### src/rtl/multicycle_controller.sv
// multicycle_controller: multicycle MIPS control FSM with memory handshake, timeout fault and illegal-op detection.
// Define JUMP_EN to add the j instruction (JUMP state); otherwise opcode 000010 is illegal.
module multicycle_controller #(
  parameter int ALUC_W = 4,
  parameter int MEM_TIMEOUT = 16,
  parameter int TO_W = 8
) (
  input  logic              clk,
  input  logic              reset,
  input  logic [5:0]        opcode,
  input  logic [5:0]        funct,
  input  logic              zero,
  input  logic              mem_ready,
  output logic              mem_req,
  output logic              IorD,
  output logic              MemWrite,
  output logic              IRWrite,
  output logic              RegDst,
  output logic              MemtoReg,
  output logic              RegWrite,
  output logic              ALUSrcA,
  output logic              Branch,
  output logic              PCWrite,
  output logic [1:0]        ALUSrcB,
  output logic [ALUC_W-1:0] ALUControl,
  output logic [1:0]        PCSrc,
  output logic              illegal,
  output logic              fault,
  output logic [3:0]        state
);
  localparam logic [3:0] FETCH = 4'd0, DECODE = 4'd1, MEMADR = 4'd2, MEMRD = 4'd3, MEMWB = 4'd4,
                         MEMWR = 4'd5, EXEC = 4'd6, ALUWB = 4'd7, BRANCH = 4'd8, ADDIEX = 4'd9,
                         ADDIWB = 4'd10, JUMP = 4'd11, FAULT = 4'd15;
  localparam logic [5:0] OP_R = 6'b000000, OP_LW = 6'b100011, OP_SW = 6'b101011,
                         OP_BEQ = 6'b000100, OP_ADDI = 6'b001000, OP_J = 6'b000010;
`ifdef JUMP_EN
  localparam bit HAS_JUMP = 1'b1;
`else
  localparam bit HAS_JUMP = 1'b0;
`endif
  logic [3:0] nxt, dec_nxt, fcode, alu;
  logic [TO_W-1:0] cnt;
  logic mreq, to_hit, r_ok, zero_unused;
  // zero only feeds the datapath's PCEn; the FSM itself never branches on it
  assign zero_unused = zero;
  assign r_ok = funct inside {6'b100000, 6'b100010, 6'b100100, 6'b100101, 6'b100110, 6'b100111};
  assign fcode = funct == 6'b100010 ? 4'b0001 :
                 funct == 6'b100100 ? 4'b1000 :
                 funct == 6'b100101 ? 4'b1001 :
                 funct == 6'b100110 ? 4'b1010 :
                 funct == 6'b100111 ? 4'b1011 : 4'b0000;
  assign dec_nxt = (opcode == OP_LW || opcode == OP_SW) ? MEMADR :
                   (opcode == OP_R && r_ok)             ? EXEC   :
                   opcode == OP_BEQ                     ? BRANCH :
                   opcode == OP_ADDI                    ? ADDIEX :
                   (HAS_JUMP && opcode == OP_J)         ? JUMP   : FETCH;
  assign mreq = state == FETCH || state == MEMRD || state == MEMWR;
  // ready on the final allowed cycle takes priority over the timeout
  assign to_hit = mreq && !mem_ready && cnt == TO_W'(MEM_TIMEOUT - 1);
  always_comb begin
    nxt = FETCH;
    case (state)
      FETCH:  nxt = mem_ready ? DECODE : to_hit ? FAULT : FETCH;
      DECODE: nxt = dec_nxt;
      MEMADR: nxt = opcode == OP_SW ? MEMWR : MEMRD;
      MEMRD:  nxt = mem_ready ? MEMWB : to_hit ? FAULT : MEMRD;
      MEMWR:  nxt = mem_ready ? FETCH : to_hit ? FAULT : MEMWR;
      EXEC:   nxt = ALUWB;
      ADDIEX: nxt = ADDIWB;
      FAULT:  nxt = FAULT;
      default: nxt = FETCH;
    endcase
  end
  always_ff @(posedge clk or posedge reset)
    if (reset) begin
      state <= FETCH;
      cnt <= '0;
    end else begin
      state <= nxt;
      cnt <= nxt != state ? '0 : (mreq && !mem_ready) ? cnt + 1'b1 : cnt;
    end
  assign alu        = state == EXEC ? fcode : state == BRANCH ? 4'b0001 : 4'b0000;
  assign ALUControl = ALUC_W'(alu);
  assign mem_req    = mreq && !reset;
  assign IorD       = state == MEMRD || state == MEMWR;
  assign MemWrite   = state == MEMWR && !reset;
  assign IRWrite    = state == FETCH && mem_ready && !reset;
  assign PCWrite    = ((state == FETCH && mem_ready) || (HAS_JUMP && state == JUMP)) && !reset;
  assign RegDst     = state == ALUWB;
  assign MemtoReg   = state == MEMWB;
  assign RegWrite   = (state == MEMWB || state == ALUWB || state == ADDIWB) && !reset;
  assign ALUSrcA    = state == MEMADR || state == EXEC || state == BRANCH || state == ADDIEX;
  assign Branch     = state == BRANCH && !reset;
  assign ALUSrcB    = state == DECODE ? 2'b11 : (state == MEMADR || state == ADDIEX) ? 2'b10 :
                      state == FETCH ? 2'b01 : 2'b00;
  assign PCSrc      = state == BRANCH ? 2'b01 : (HAS_JUMP && state == JUMP) ? 2'b10 : 2'b00;
  assign illegal    = state == DECODE && dec_nxt == FETCH;
  assign fault      = state == FAULT;
endmodule

### config.mk
export PLATFORM = sky130hd
export DESIGN_NAME = multicycle_controller
export DESIGN_NICKNAME = d
export VERILOG_FILES = /design/src/rtl/multicycle_controller.sv
export SDC_FILE = /design/constraint.sdc
export NUM_CORES = 1
export LEC_CHECK = 0
export CAP_MARGIN = 20
export CORE_ASPECT_RATIO = 1.1
export CORE_MARGIN = 10
export CORE_UTILIZATION = 48
export DETAILED_ROUTE_END_ITERATION = 10
export PLACE_DENSITY_LB_ADDON = 0.12
export SYNTH_ARGS = -nofsm -noshare
export SYNTH_HDL_FRONTEND = slang
export SYNTH_SLANG_ARGS = --single-unit
export TNS_END_PERCENT = 1
### constraint.sdc
create_clock -name clk -period 3.6 [get_ports clk]
set_clock_uncertainty 0.15 [all_clocks]
set_input_delay 0.72 -clock clk [delete_from_list [all_inputs] [get_ports clk]]
set_output_delay 0.72 -clock clk [all_outputs]
set_load 0.1 [all_outputs]
== After elaboration in Yosys (flattened, before gate mapping) ==
Cells that the tools add are included.
Storage, ports and cells
  flip-flop bits (word level): 12
  input port bits: 16
  output and inout bits: 24
  word-level logic and storage cells: 78
Cells by class
  add/sub/neg operators: 1
  equal/unequal tests: 23
  multiplexer cells: 25
  reduce and logical (&&, ||, !) cells: 27
Operator list (count)
  $mux 4: 16
  $eq 6x6->1 const B: 8
  $pmux 4 s8: 1
  $eq 4x3->1 const B: 4
  $eq 4x4->1 const B: 4
  $mux 8: 2
  $logic_and 1x1->1: 10
  $logic_or 1x1->1: 10
  $add 8x1->8 const B: 1
  $eq 4x2->1 const B: 2
  $eq 8x4->1 const B: 1
  $logic_not 4->1: 2
  $eq 6x3->1 const B: 1
  $eq 6x4->1 const B: 1
  $logic_not 6->1: 1
  $reduce_bool 6->1: 1
  $eq 4x1->1 const B: 1
  $mux 2: 2
  $ne 4x4->1: 1
  $mux 1: 3
  $mux 3: 1
  $logic_not 1->1: 2
  $reduce_bool 2->1: 1

== Longest topological paths before layout ==
  word-level depth: 10
  gate-level depth with buffers: 8
  depth with buffers taken out: 7

== Least setup slack after synthesis ==
OpenSTA, ideal clock, no wires.
  kind: reg2out
  from: register state[2]
  to: output RegWrite
  arrival time: 5.001 ns
  required time: 2.730 ns
  setup slack: -2.271 ns
  cell stages (with the launch flop): 7
  buffers on the path: 2
  cells stage by stage: dfrtp_1 -> buf_2 -> buf_2 -> nand2b_1 -> nor3_1 -> a21oi_1 -> nor2_1
Between the ends
  longest elaborated chain between the ends: 4
  elaborated cells on any way between the ends: 6
  those cells by class: 3 x eq/ne; 3 x reduce/logical
Ends and longest elaborated chain
  start: declaration: line 29  | output logic [3:0] state
  start signal: assignment: line 79  | state <= nxt;
  $eq 4x3->1
  net MemtoReg: line 19  | output logic MemtoReg,
  $logic_or 1x1->1 (2 in series): line 91  | assign RegWrite = (state == MEMWB || state == ALUWB || state == ADDIWB) && !reset;
  $logic_and 1x1->1: line 91
  end: declaration: line 20  | output logic RegWrite,
The timed path passes the listed nets, and every way through them passes these cells.

== Worst setup path in the final report ==
  from: input opcode[0]
  to: output illegal
Between the ends
  longest elaborated chain between the ends: 7
  elaborated cells on any way between the ends: 13
  those cells by class: 4 x eq/ne; 4 x mux; 5 x reduce/logical
Ends and longest elaborated chain
  start: declaration: line 10  | input logic [5:0] opcode,
  $eq 6x4->1: line 55  | opcode == OP_ADDI ? ADDIEX :
  $mux 4: line 55
  $mux 4: line 54  | opcode == OP_BEQ ? BRANCH :
  $mux 4: line 53  | (opcode == OP_R && r_ok) ? EXEC :
  $mux 4 (*): line 52  | assign dec_nxt = (opcode == OP_LW || opcode == OP_SW) ? MEMADR :
  $logic_not 4->1 (*): line 97  | assign illegal = state == DECODE && dec_nxt == FETCH;
  $logic_and 1x1->1 (*): line 97
  end: declaration: line 27  | output logic illegal,
Every way passes the cells marked *; elsewhere a longest branch is shown, timed or not.

==> summary.txt <==
Run status
  • Run status: completed

Setup path
  • Worst R2R Path Depth: 6
  • CP arrival: ~2.4 ns
  • FF-to-FF Start: state[1]
  • R2R setup slack: about 1.1 ns
  • Crit path launch type: input pin
  • Worst-path maximum fanout: 3
  • Worst Path Required: approximately 2.7 ns
  • CP Capture Type: output port
  • FF-to-FF End: cnt[7]
  • CP Class: in -> out

Final layout
  • Fill count: between 150 and 200
  • Fin cells: 207
  • Layout Nets: between 150 and 200
  • Antenna Cells: 0
  • FF+latch area: about 300 um^2
  • Layout cells sized above 1: between 20% and 30%
  • Syn-to-layout area delta: 35.6%
  • Multi-input gate area in the final layout: approximately 780 um^2

Drt
  • Pre-antenna DRT Iters: 4
  • Antenna viol nets, final: 0
  • WL/cell: 14.3 um
  • Via count: 1173
  • Final wirelength: a little under 3000 um
  • First DRT Iteration DRCs: 47
  • Vias/cell: between 5 and 6
  • Drt drc: 0

Clock network
  • CTS Buf Count: 3
  • H-tree levels: 1
  • Clk Tree Root Cell: clkbuf_4
  • Worst-Skew Late Latency: 0.28 ns
  • Sink Count: 12
  • Post-CTS Setup Bufs: 0
  • Max clock buf depth: 2
  • Clock slew at reported path FFs: around 0.06 ns
  • CTS resizes: 0
  • Cts hold-fix bufs: 0
  • CTS tree: built

Logic synthesis
  • Seq cells post-synth: 12
  • Yosys top cell by area: dfrtp_1
  • Synth top cells by count: 16 x nor3_1, 15 x nor2_1, 12 x dfrtp_1, 12 x nand2_1, 9 x xnor2_1
  • Complex-gate fraction of the synthesized area: 16.9%
  • Cells after Synth: roughly 150
  • Largest family of logic cells by synthesized area: simple AND/OR/NAND/NOR gates
  • Post-synth top area share: a little over a quarter
  • Number of flops mapped to enable cells by yosys: 0
  • Post-synthesis mux area share: less than 1%
  • Sequential cell area fraction in the yosys report: a little over a quarter
  • Mapped Area: 1150 um^2
  • Post-synthesis simple-gate area fraction: a little under two fifths
  • Asr flop ratio synth: 100%
  • Count leader, synth: nor3_1
  • Main synth FF type: dfrtp_1
  • Netlist cell types: between 40 and 50
  • Yosys warns: 0
  • Synth Area in XOR/XNOR: 8.39%
  • Adder-cell share of the synthesized area: under 10%
  • Synth top area cells: dfrtp_1 26%, nor3_1 7.0%, xnor2_1 6.9%
  • Synthesized area per cell: 7.76 um^2

STA
  • Final Max Tran Viols: 0
  • Max-slew headroom: around 60%
  • Fmax: 309 MHz
  • Final setup viols: 0
  • Final Hold Violating Endpoints: 0
  • Tcrit/Tclk final: between 80% and 90%
  • Total negative slack: 0 ns
  • Worst-Margin Slew: ~0.63 ns
  • Min Clock Period, post-route: around 3.2 ns
  • Unrepaired setup endpoints after global routing: no

Die
  • Die Height: 71.3 um
  • Placement Rows: 18
  • # IOs: 40
  • Die area: ~4800 um^2
  • Die width: 66.6 um
  • Initial Util: ~50%
  • Area of the core: 2270 um^2

Job
  • Max-Cap Viols: 0

Placement
  • Routability Congestion: just over 0.8
  • HPWL Detailed: around 2400 um
  • Dpl cells: just over 200
  • # port buffers: 36

GRT
  • Largest net degree at the start of global routing: 21
  • Antenna violations before repair: 0
  • Total gr overflow: 0
  • Vias in the first global route: between 1000 and 1500
  • Gr usage total: 13.3%
  • First-pass GRT wire length: approximately 5300 um

Worst hold path
  • Min-Delay Endpoint: cnt[5]
  • Hold Crit Depth: 2
  • Worst hold path type: reg -> reg
  • Worst hold start: cnt[5]

Power and ir drop
  • Pwr Density: slightly below 800 nW/um^2
  • Leak: around 0.00065 uW
  • Peak VDD IR: ~0.64 mV
==> per-layer routing <==
layer | share of wire, % | global-route usage (%) | up-vias | wire length (um)
li1 | - | - | 580 | -
met1 | 40 | 15.7 | 550 | 1190
met2 | 51 | 21.6 | 40 | 1530
met3 | 8.1 | 5.75 | 3 | 241
met4 | 0.34 | 2.56 | 0 | 10
met5 | 0 | 0 | - | 0
==> per-stage QoR <==
stage | hold slack [ns] | utilization, % | instance area [um^2] | setup WS [ns] | power, uW
floorplan | 0.375 | - | 1180 | -0.542 | 939
global placement | 0.402 | 67.5 | 1540 | 0.388 | 1120
detailed placement | 0.419 | 67.5 | 1540 | 0.367 | 1120
CTS | 0.435 | 68.5 | 1560 | 0.354 | 1210
global route | 0.460 | 68.5 | 1560 | 0.238 | 1270
finish | 0.430 | 68.5 | 1560 | 0.361 | 1200
==> worst max-delay path by stage <==
stage	cells past startpoint	startpoint	end
floorplan	6	state[2]	RegWrite
global placement	6	opcode[0]	illegal
detailed placement	6	opcode[0]	illegal
CTS	6	opcode[0]	illegal
global route	6	funct[5]	illegal
finish	6	opcode[0]	illegal
==> cell type report <==
cell class              instances  area share [%]
inverters                       7            1.69
well taps                      30            2.41
multi-input cells             118            50.3
clock buffers                   3            1.45
flip-flops and latches         12            19.3
repair buffers                 37            24.9
==> registers in the layout, indices dropped and copies added, names as in the netlist <==
signal / flops
cnt: 8
state: 4
==> placed cells by master (no fill, tap or decap), types with 2 or more instances in the layout <==
cell / count
nor3_2: 4
nor2b_1: 2
o21ai_0: 3
buf_12: 6
o21ai_1: 2
nor3b_1: 4
nand2b_1: 5
nor2_1: 14
or3_1: 2
nor3_1: 13
buf_4: 17
a21oi_1: 6
xor2_1: 2
xnor2_1: 9
clkbuf_4: 3
clkdlybuf4s50_1: 14
nand3_1: 5
and3_1: 5
nand2_1: 12
conb_1: 2
inv_1: 7
dfrtp_1: 12
==> report_power, final <==
group	total [uW]	switching [uW]	internal (uW)
Clock	81.7	42.9	38.8
Combinational	903	656	247
Sequential	215	59.0	156
==> cells by family (layout without fill, tap and decap cells) <==
| logic type | Yosys count | count (layout) |
|---|---|---|
| adder cells (fa/ha/maj) | 1 | 1 |
| flip-flops | 12 | 12 |
| buffers and inverters | 19 | 47 |
| other | 1 | 2 |
| AO/OA/AOI/OAI | 25 | 25 |
| XOR/XNOR | 11 | 11 |
| AND/OR/NAND/NOR | 78 | 78 |
| multiplexers | 1 | 1 |
==> worst max-delay path: stages <==
cell	delay (ns)
clkdlybuf4s50_1	0.41
or4_4	0.55
nor2_1	0.18
a21oi_1	0.10
and3b_1	0.23
buf_12	0.17
Note: power is estimated with default switching activity, not from simulation.
